$ cat src/rtl/cpu_bus_pkg.sv
// Shared types and helpers for the CPU bus arbiter: FSM encoding,
// round-robin index arithmetic and packed-vector slice addressing.
package cpu_bus_pkg;

    typedef enum logic {
        IDLE   = 1'b0,
        ACTIVE = 1'b1
    } state_t;

    // Wraps an index that may have run at most one port past the end.
    function automatic int wrap_idx(input int idx, input int num_ports);
        return (idx >= num_ports) ? idx - num_ports : idx;
    endfunction

    function automatic int rr_next(input int idx, input int num_ports);
        return wrap_idx(idx + 1, num_ports);
    endfunction

    function automatic int slice_lo(input int k, input int width);
        return k * width;
    endfunction

endpackage

$ cat src/rtl/cpu_bus_arb_select.sv
// Combinational winner pick: highest set index in fixed mode, or the first
// set index at or above the pointer (wrapping) in round-robin mode.
module cpu_bus_arb_select
    import cpu_bus_pkg::*;
#(
    parameter int NUM_PORTS = 2,
    parameter int GW        = $clog2(NUM_PORTS)
) (
    input  logic [NUM_PORTS-1:0] req,
    input  logic [GW-1:0]        ptr,
    input  logic                 rr_mode,
    output logic [GW-1:0]        winner,
    output logic                 valid
);

    int best;
    int rank;

    // Each requester gets a rank (lower wins); the scan keeps the best one.
    always_comb begin
        winner = '0;
        valid  = |req;
        best   = NUM_PORTS;
        rank   = 0;
        for (int i = 0; i < NUM_PORTS; i++) begin
            if (rr_mode)
                rank = (i >= int'(ptr)) ? i - int'(ptr) : i + NUM_PORTS - int'(ptr);
            else
                rank = NUM_PORTS - 1 - i;
            if (req[i] && rank < best) begin
                best   = rank;
                winner = GW'(i);
            end
        end
    end

endmodule

$ cat src/rtl/cpu_bus_arbiter.sv
// N-port arbiter muxing CPU-side requesters onto one single-outstanding bus
// master, with fixed or round-robin priority and an optional bus timeout.
module cpu_bus_arbiter
    import cpu_bus_pkg::*;
#(
    parameter int NUM_PORTS  = 2,
    parameter int ADDR_WIDTH = 32,
    parameter int DATA_WIDTH = 32,
    parameter int RR_MODE    = 0,
    parameter int TIMEOUT    = 0,
    parameter int GW         = $clog2(NUM_PORTS)
) (
    input  logic                            i_clock,
    input  logic                            i_reset_n,
    output logic                            o_bus_rw,
    output logic                            o_bus_request,
    input  logic                            i_bus_ready,
    output logic [ADDR_WIDTH-1:0]           o_bus_address,
    input  logic [DATA_WIDTH-1:0]           i_bus_rdata,
    output logic [DATA_WIDTH-1:0]           o_bus_wdata,
    input  logic [NUM_PORTS-1:0]            i_rw,
    input  logic [NUM_PORTS-1:0]            i_request,
    output logic [NUM_PORTS-1:0]            o_ready,
    output logic [NUM_PORTS-1:0]            o_error,
    input  logic [NUM_PORTS*ADDR_WIDTH-1:0] i_address,
    input  logic [NUM_PORTS*DATA_WIDTH-1:0] i_wdata,
    output logic [NUM_PORTS*DATA_WIDTH-1:0] o_rdata,
    output logic [GW-1:0]                   o_grant
);

    localparam int TW = (TIMEOUT > 1) ? $clog2(TIMEOUT) : 1;
    localparam logic [TW-1:0] TMO_LAST = TW'((TIMEOUT > 0) ? TIMEOUT - 1 : 0);

    state_t          state;
    logic [GW-1:0]   grant_q;
    logic [GW-1:0]   rr_ptr;
    logic [TW-1:0]   tmo_cnt;
    logic [GW-1:0]   win;
    logic            win_valid;
    logic            tmo_hit;

    cpu_bus_arb_select #(
        .NUM_PORTS(NUM_PORTS),
        .GW       (GW)
    ) u_select (
        .req    (i_request),
        .ptr    (rr_ptr),
        .rr_mode(RR_MODE != 0),
        .winner (win),
        .valid  (win_valid)
    );

    assign o_bus_request = (state == ACTIVE);
    assign o_grant       = grant_q;
    assign tmo_hit       = (TIMEOUT > 0) && (state == ACTIVE) && !i_bus_ready
                           && (tmo_cnt == TMO_LAST);

    // Only the granted slot ever sees a strobe; an errored read returns zero.
    always_comb begin
        o_ready = '0;
        o_error = '0;
        o_rdata = '0;
        for (int k = 0; k < NUM_PORTS; k++) begin
            if (state == ACTIVE && grant_q == GW'(k)) begin
                o_ready[k] = (i_bus_ready || tmo_hit) && i_request[k];
                o_error[k] = tmo_hit && i_request[k];
                if (!i_rw[k] && !tmo_hit)
                    o_rdata[slice_lo(k, DATA_WIDTH) +: DATA_WIDTH] = i_bus_rdata;
            end
        end
    end

    always_ff @(posedge i_clock or negedge i_reset_n) begin
        if (!i_reset_n) begin
            state         <= IDLE;
            o_bus_rw      <= 1'b0;
            o_bus_address <= '0;
            o_bus_wdata   <= '0;
            grant_q       <= '0;
            rr_ptr        <= '0;
            tmo_cnt       <= '0;
        end else begin
            case (state)
                IDLE: begin
                    if (win_valid) begin
                        o_bus_rw      <= i_rw[win];
                        o_bus_address <= i_address[slice_lo(int'(win), ADDR_WIDTH) +: ADDR_WIDTH];
                        o_bus_wdata   <= i_wdata[slice_lo(int'(win), DATA_WIDTH) +: DATA_WIDTH];
                        grant_q       <= win;
                        rr_ptr        <= GW'(rr_next(int'(win), NUM_PORTS));
                        tmo_cnt       <= '0;
                        state         <= ACTIVE;
                    end
                end
                ACTIVE: begin
                    if (i_bus_ready || tmo_hit)
                        state <= IDLE;
                    else if (TIMEOUT > 0)
                        tmo_cnt <= tmo_cnt + TW'(1);
                end
                default: state <= IDLE;
            endcase
        end
    end

endmodule

$ cat config.mk
export PLATFORM = sky130hd
export DESIGN_NAME = cpu_bus_arbiter
export DESIGN_NICKNAME = d
export VERILOG_FILES = /design/src/rtl/cpu_bus_pkg.sv /design/src/rtl/cpu_bus_arb_select.sv /design/src/rtl/cpu_bus_arbiter.sv
export SDC_FILE = /design/constraint.sdc
export NUM_CORES = 1
export LEC_CHECK = 0
export BUFFER_PORTS_ARGS = -buffer_cell sky130_fd_sc_hd__buf_4
export CORE_AREA = 2 2 119 121
export CTS_CLUSTER_SIZE = 25
export DETAILED_ROUTE_END_ITERATION = 10
export DIE_AREA = 0 0 121 123
export GPL_TIMING_DRIVEN = 1
export PLACE_DENSITY = 0.56
export SYNTH_ARGS = -nofsm -noshare
export SYNTH_HDL_FRONTEND = slang
export SYNTH_SLANG_ARGS = --single-unit
$ cat constraint.sdc
create_clock -name i_clock -period 1.6 [get_ports i_clock]
set_input_delay 0.32 -clock i_clock [delete_from_list [all_inputs] [get_ports i_clock]]
set_output_delay 0.32 -clock i_clock [all_outputs]
set_load 0.01 [all_outputs]
==> flow_metrics.py, run 1 <==
metrics = {
    "sta": {
        "slew_violations": 0,
        "max_slew.worst_pin.slew_ns": 0.6286,
        "hold_slack_ns": -0.01158,
        "finalSetupViolations": 64,
        "fmax_ghz": 0.5436,
        "clock_skew_ns": 0.006015,
        "hold_viol_final": 13,
        "fin_ws_ns": -0.2396,
        "rsz0062_at_grt": "true",
        "fin_crit_ns": 1.840,
        "relSlewSlack": 0.5809,
        "finalCritPeriodShare": 1.150,
    },
    "grt": {
        "grt_pass1_wl_mm": 24.52,
        "grt_max_degree": 68,
        "grt-ovfl-total": 0,
        "first_global_vias": 4388,
        "antenna_found_initial": 0,
        "track_usage": 0.2115,
    },
    "status": {
        "violations": "negative hold slack, negative setup slack",
        "status": "complete, but fails checks",
    },
    "detailed_routing": {
        "ant_nets": 0,
        "drtIter0Drc": 179,
        "wl_mm": 17.47,
        "drc": 0,
        "drtPass1Iterations": 6,
        "viasPerCell": 5.171,
        "vias": 4478,
        "routed_wire_length_per_instance_um": 20.17,
    },
    "cts": {
        "cts_root_buf": "clkbuf_16",
        "clk_latency_ns": 0.33,
        "path_clk_slew_ns": 0.06,
        "holdBufCountCts": 0,
        "clkSinkCount": 67,
        "htreeDepth": 3,
        "cts_tree": "done",
        "cts_made_buffers": 9,
        "clock_path_buffers": 2,
    },
    "power": {
        "max-vdd-ir-drop_mv": 0.4595,
        "power_mw": 7.707,
        "switchingPower_mw": 2.523,
        "powerDensity_nw_per_um2": 1064,
        "intPower_mw": 5.184,
        "p_clk_frac": 0.285,
        "pwr-share-comb": 0.382,
        "swShare": 0.3274,
        "seqPwrFrac": 0.333,
        "total_leakage_power_nw": 3.278,
    },
    "synthesis": {
        "ys_types": 22,
        "yosys_warnings": 0,
        "syn_inst": 385,
        "avgSynthCellArea_um2": 9.538,
        "ys_seq_area_frac": 0.4566,
        "syn-cell-area_um2": 3672,
        "ys_ff_latch": 67,
    },
    "final_layout": {
        "diodes": 0,
        "drive_gt1_frac": 0.6312,
        "syn2layout_area_growth_pct": 97.17,
        "nNetsFinal": 848,
        "design_area_um2": 7241,
        "fin_util": 0.5319,
    },
    "placed_design": {
        "place_area_um2": 6071,
        "gp_congestion": 0.8265,
        "io_buffers": 299,
        "hpwlAfterDp_mm": 12.15,
    },
    "setup_path": {
        "path_max_fanout": 8,
        "rr_worst_depth": 6,
        "criticalPathCategory": "reg2out",
        "arrival_ns": 1.52,
        "cp-start-kind": "flop",
        "worst_ep_required_time_ns": 1.28,
        "cp-end-kind": "output pin",
    },
    "hold_path": {
        "hold_class": "in2async",
    },
    "floorplanning": {
        "ioPinCount": 302,
        "dieArea_um2": 14880,
        "die_h_um": 123,
        "fp.dieW_um": 121,
        "row_count": 43,
        "placeableCoreArea_um2": 13610,
        "initial_utilization": 0.2698,
    },
    "job": {
        "maxCapViolCount": 0,
    },
}
-- registers in the layout (all words and copies together) (netlist names) --
| signal | flops |
|---|---|
| o_bus_wdata | 32 |
| o_bus_rw | 1 |
| o_bus_request | 1 |
| o_grant | 1 |
| o_bus_address | 32 |
-- kinds of logic after synthesis --
kind of cell,share of synthesized area
simple gates,0.1980
buf+inv,0.07734
compound gates,0.2671
flops,0.4566
other cells,0.001021
-- placed cells by master (no fill, tap or decap), drive strengths merged --
cell,count
buf,325
dfrtp,67
o22ai,65
nor2,65
o32ai,65
and2,62
clkbuf,14
nor3,4
nand2,4
nor3b,2
conb,2
bufinv,2
inv,2
nand2b,2
a21oi,1
and4,1
or2,1
clkinv,1
clkinvlp,1
-- metal layers --
metal  global-route usage  share of wire  vias up
met1               0.2528           0.37     2178
met3              0.05028          0.073       29
met5                    0              0        -
met4              0.07195          0.025        0
li1                     -              -     2067
met2               0.3729           0.53      204
-- what timing repair did --
| action | CTS | global route |
|---|---|---|
| setup buffers | 5 | 6 |
| pin swaps | 27 | 26 |
| setup endpoints to repair | 65 | 125 |
| gates cloned | 0 | 4 |
| resized for setup | 73 | 58 |
-- synthesized netlist by cell type, drive strengths merged --
| master | n | area (um^2) |
|---|---|---|
| a21oi | 1 | 5.000 |
| and2 | 62 | 387.9 |
| and4 | 1 | 8.760 |
| buf | 27 | 209.0 |
| clkbuf | 17 | 71.32 |
| conb | 1 | 3.750 |
| dfrtp | 67 | 1677 |
| inv | 1 | 3.750 |
| nand2 | 4 | 15.01 |
| nand2b | 2 | 20.02 |
| nor2 | 65 | 244.0 |
| nor3 | 4 | 25.02 |
| nor3b | 2 | 20.02 |
| o22ai | 65 | 406.6 |
| o32ai | 65 | 569.3 |
| or2 | 1 | 6.260 |
-- path summary, 6_finish.rpt --
check | startpoint | endpoint | slack [ns]
setup / recovery | o_grant | o_rdata[44] | -0.24
min in group i_clock | i_bus_ready | o_bus_request | 0.19
setup reg to reg | o_bus_request | o_bus_address[6] | 0.07
max in group asynchronous | i_reset_n | o_grant | 1.30
hold reg to reg | o_bus_address[16] | o_bus_address[16] | 0.57
hold / removal | i_reset_n | o_bus_address[16] | -0.01
-- cell type report --
type / instances / area, um^2
Clock buffer: 11 / 242.7
Timing Repair Buffer: 328 / 2765
Sequential cell: 67 / 1678
Fill cell: 1226 / 6371
Clock inverter: 5 / 85.08
Multi-Input combinational cell: 274 / 2241
Inverter: 1 / 3.754
Tap cell: 180 / 225.2
-- power groups by stage --
stage | clock network, mW | registers, mW | logic, mW
4_1_cts | 2.24 | 2.55 | 2.80
2_1_floorplan | 0 | 2.67 | 0.900
3_5_place_dp | 0 | 2.52 | 2.59
3_3_place_gp | 0 | 2.51 | 2.56
6_report | 2.19 | 2.57 | 2.95
5_1_grt | 2.33 | 2.62 | 3.16
-- critical path: stages (launching register included) --
cell       delay [ns]
dfrtp_2          0.41
nor3b_4          0.24
buf_6            0.15
clkbuf_16        0.14
and2_4           0.14
buf_6            0.10
-- metrics by stage --
stage / std cells / setup TNS (ns) / setup slack, ns
after floorplan: 386 / 0 / 0.1218
after global placement: 838 / 0 / 0.06859
after detailed placement: 838 / 0 / 0.07229
after CTS: 858 / -12.43 / -0.2242
after global routing: 866 / -15.95 / -0.3077
final: 866 / -11.00 / -0.2396
Note: power is estimated with default switching activity, not from simulation.
==> run 2, diff against run 1 <==
clock period = 2.3 ns   (was 1.6 ns; I/O delays follow)
==> flow_metrics.py, run 2 (synthesis results as in run 1) <==
metrics = {
    "floorplanning": {
        "initial_utilization": 0.2698,
        "row_count": 43,
        "dieArea_um2": 14880,
        "ioPinCount": 302,
        "fp.dieW_um": 121,
        "placeableCoreArea_um2": 13610,
        "die_h_um": 123,
    },
    "final_layout": {
        "fillCellCount": 1343,
        "layout_common_cells": "308 x buf_4, 66 x dfrtp_1, 65 x o32ai_1, 65 x o22ai_1, 65 x nor2_1",
        "nNetsFinal": 829,
        "final_cells": 846,
        "syn2layout_area_growth_pct": 69.95,
        "largest_registers": "o_bus_address x32, o_bus_wdata x32",
        "design_area_um2": 6241,
        "drive_gt1_frac": 0.4955,
        "diodes": 0,
        "final_common_cell": "buf_4",
    },
    "sta": {
        "fmax_ghz": 0.4766,
        "fin_ws_ns": 0.2019,
        "fin_crit_ns": 2.098,
        "clock_skew_ns": 0.004662,
        "finalSetupViolations": 0,
        "finalCritPeriodShare": 0.9122,
        "slew_violations": 0,
        "max_slew.worst_pin.slew_ns": 0.9196,
        "setup_tns_ns": 0,
        "relSlewSlack": 0.3869,
        "hold_viol_final": 0,
        "rsz0062_at_grt": "false",
    },
    "detailed_routing": {
        "routed_wire_length_per_instance_um": 19.38,
        "drtPass1Iterations": 4,
        "drtIter0Drc": 333,
        "vias": 4374,
        "viasPerCell": 5.170,
        "wl_mm": 16.40,
        "drc": 0,
        "ant_nets": 0,
    },
    "placed_design": {
        "gp_congestion": 0.8204,
        "hpwlAfterDp_mm": 11.97,
        "dp.cells": 831,
        "io_buffers": 299,
        "place_area_um2": 5956,
        "pre_cts_slack_ns": 0.4968,
    },
    "setup_path": {
        "criticalPathCategory": "reg2out",
        "arrival_ns": 1.64,
        "cp-start-kind": "flop",
        "path_max_fanout": 31,
        "worst_ep_required_time_ns": 1.84,
        "cp-end-kind": "output pin",
    },
    "grt": {
        "track_usage": 0.2047,
        "grt-ovfl-total": 0,
        "antenna_found_initial": 0,
        "grt_pass1_wl_mm": 23.37,
        "first_global_vias": 4143,
        "grt_max_degree": 68,
    },
    "power": {
        "total_leakage_power_nw": 2.927,
        "max-vdd-ir-drop_mv": 0.3448,
        "powerDensity_nw_per_um2": 774.9,
    },
    "job": {
        "maxCapViolCount": 0,
    },
    "cts": {
        "clkSinkCount": 67,
        "clk_latency_ns": 0.33,
        "htreeDepth": 3,
        "cts_made_buffers": 9,
        "cts_tree": "done",
        "path_clk_slew_ns": 0.06,
        "clock_path_buffers": 2,
        "cts_root_buf": "clkbuf_16",
    },
    "hold_path": {
        "hold_class": "in2async",
    },
    "status": {
        "status": "completed",
    },
}
==> run 2: final cells by class <==
type	instances	area, um^2	area share
multi-input combinational	274	1718	0.2753
tap	180	225.2	0.03609
timing repair buffer	309	2332	0.3737
clock buffer	10	229.0	0.03669
sequential	67	1678	0.2688
inverter	1	3.754	0.0006014
clock inverter	5	55.05	0.008821
==> run 2: repair_timing <==
item	in CTS	in global routing
setup buffers	0	0
resized for setup	0	1
hold buffers	0	0
endpoints found under the setup margin	0	4
==> run 2: per-layer routing <==
metal | GRT usage | up-vias | wire length (um)
met5 | 0 | - | 0
met4 | 0.07195 | 0 | 401
met3 | 0.06042 | 25 | 1423
met2 | 0.3441 | 230 | 8233
met1 | 0.2501 | 2109 | 6339
li1 | - | 2010 | -
==> run 2: power by group <==
group | internal [mW] | switching [mW] | leakage (nW)
Combinational | 0.924 | 0.811 | 2.03
Sequential | 1.48 | 0.267 | 0.762
Clock | 0.829 | 0.523 | 0.134
Total | 3.23 | 1.60 | 2.93
==> run 2: final timing paths <==
check / startpoint / end / slack, ns / cells past startpoint
min in group i_clock: i_bus_ready / o_bus_request / 0.31 / 2
min reg2reg: o_bus_request / o_bus_request / 0.56 / 1
max: o_grant / o_rdata[63] / 0.20 / 4
max in group asynchronous: i_reset_n / o_bus_request / 1.41 / 1
min: i_reset_n / o_bus_address[13] / 0.25 / 1
max reg2reg: o_bus_request / o_bus_wdata[19] / 0.65 / 3
==> run 2: worst max-delay path, stage by stage (launching register included) <==
cell and delay, ns:
dfrtp_1 0.48, nor3b_2 0.21, buf_4 0.26, and2_1 0.21
buf_4 0.14
==> run 2: through the flow <==
stage | hold slack [ns] | util | power, mW
3_3_place_gp | 0.5372 | 0.4375 | 3.481
3_5_place_dp | 0.5498 | 0.4375 | 3.511
4_1_cts | 0.2877 | 0.4584 | 4.897
5_1_grt | 0.3116 | 0.4585 | 5.111
2_1_floorplan | 0.1644 | - | 2.485
6_report | 0.2487 | 0.4585 | 4.836
==> run 3, diff against run 2 <==
CELL_PAD_IN_SITES_DETAIL_PLACEMENT = 0   (was not set)
CELL_PAD_IN_SITES_GLOBAL_PLACEMENT = 1   (was not set)
CORE_AREA = not set   (was 2 2 119 121)
CORE_MARGIN = 2   (was not set)
CORE_UTILIZATION = 29   (was not set)
DIE_AREA = not set   (was 0 0 121 123)
PLACE_DENSITY = 0.84   (was 0.56)
==> flow_metrics.py, run 3 (synthesis results as in run 1) <==
metrics = {
    "final_layout": {
        "diodes": 0,
        "final_common_cell": "buf_4",
        "drive_gt1_frac": 0.4970,
        "multi_input_area_um2": 1718,
        "syn2layout_area_growth_pct": 70.32,
        "final_cells": 838,
        "nNetsFinal": 828,
        "largest_registers": "o_bus_address x32, o_bus_wdata x32",
        "layout_common_cells": "306 x buf_4, 66 x dfrtp_1, 65 x o32ai_1, 65 x o22ai_1, 65 x nor2_1",
        "fillCellCount": 1230,
        "regArea_um2": 1678,
        "design_area_um2": 6255,
    },
    "cts": {
        "htreeDepth": 3,
        "clock_path_buffers": 2,
        "cts_root_buf": "clkbuf_16",
        "postCtsSetupRepairBufs": 0,
        "holdBufCountCts": 0,
        "path_clk_slew_ns": 0.06,
        "cts_tree": "done",
        "post_cts_resized": 0,
        "cts_made_buffers": 9,
        "clkSinkCount": 67,
        "clk_latency_ns": 0.33,
    },
    "sta": {
        "hold_slack_ns": 0.05868,
        "fin_crit_ns": 2.120,
        "max_slew.worst_pin.slew_ns": 0.7445,
        "rsz0062_at_grt": "false",
        "relSlewSlack": 0.5036,
        "finalSetupViolations": 0,
        "fmax_ghz": 0.4718,
        "slew_violations": 0,
        "hold_viol_final": 0,
        "finalCritPeriodShare": 0.9215,
        "fin_ws_ns": 0.1805,
        "setup_tns_ns": 0,
        "clock_skew_ns": 0.005547,
    },
    "grt": {
        "grt-ovfl-total": 0,
        "antenna_found_initial": 0,
        "track_usage": 0.2087,
        "grt_pass1_wl_mm": 21.78,
        "grt_max_degree": 67,
        "first_global_vias": 4127,
    },
    "job": {
        "maxCapViolCount": 0,
    },
    "setup_path": {
        "criticalPathCategory": "reg2out",
        "cp-start-kind": "flop",
        "cp-end-kind": "output pin",
        "reg2reg_slack_ns": 0.67,
        "worst_ep_required_time_ns": 1.84,
        "path_max_fanout": 31,
        "arrival_ns": 1.66,
    },
    "floorplanning": {
        "die_h_um": 116.5,
        "placeableCoreArea_um2": 12470,
        "row_count": 41,
        "fp.dieW_um": 116.5,
        "ioPinCount": 302,
        "dieArea_um2": 13580,
        "initial_utilization": 0.2946,
    },
    "placed_design": {
        "place_area_um2": 5951,
        "dp.cells": 822,
        "hpwlAfterDp_mm": 11.45,
        "pre_cts_slack_ns": 0.3947,
        "io_buffers": 299,
        "gp_congestion": 0.7846,
    },
    "detailed_routing": {
        "viasPerCell": 5.113,
        "routed_wire_length_per_instance_um": 18.23,
        "vias": 4285,
        "wl_mm": 15.28,
        "ant_nets": 0,
        "drtIter0Drc": 213,
        "drc": 0,
        "drtPass1Iterations": 4,
    },
    "status": {
        "status": "completed",
    },
    "power": {
        "powerDensity_nw_per_um2": 778.4,
        "total_leakage_power_nw": 2.937,
        "max-vdd-ir-drop_mv": 0.4156,
    },
    "hold_path": {
        "hold_class": "in2async",
    },
}
[run 3: power breakdown]
part / switching, mW / internal (mW) / leakage (nW) / total [mW]
Clock: 0.523 / 0.868 / 0.145 / 1.39
Combinational: 0.797 / 0.924 / 2.03 / 1.72
Sequential: 0.275 / 1.48 / 0.762 / 1.76
[run 3: path summary, 6_finish.rpt]
kind	startpoint	depth (start not counted)	to
max	o_bus_request	5	o_rdata[55]
min	i_reset_n	1	o_bus_address[27]
max reg2reg	o_bus_request	3	o_bus_wdata[13]
min reg2reg	o_bus_rw	2	o_bus_rw
max in group asynchronous	i_reset_n	2	o_bus_request
min in group i_clock	i_bus_ready	2	o_bus_request
[run 3: stage by stage]
step                        util  power (mW)
after floorplan                -       2.485
final                     0.5018       4.869
after CTS                 0.5017       4.916
after global placement    0.4774       3.473
after detailed placement  0.4774       3.509
after global routing      0.5018       5.148
[run 3: worst max-delay path, cell delays in order (launching register included)]
cell	delay, ns
dfrtp_2	0.46
inv_2	0.08
nor3b_2	0.18
buf_4	0.26
and2_1	0.21
buf_4	0.14
[run 3: layout make-up]
| cell class | count | area share |
|---|---|---|
| timing repair buffer | 308 | 0.3737 |
| multi-input combinational | 274 | 0.2747 |
| sequential | 67 | 0.2683 |
| clock buffer | 10 | 0.03821 |
| tap | 172 | 0.03441 |
| clock inverter | 6 | 0.01020 |
| inverter | 1 | 0.0006001 |
[run 3: per-layer routing]
layer	track usage	share of wire	vias to the layer above	wire [um]
li1	-	-	2019	-
met5	0	0	-	0
met4	0.06902	0.017	0	261
met2	0.3729	0.53	189	8069
met3	0.04670	0.076	19	1159
met1	0.2485	0.38	2058	5785
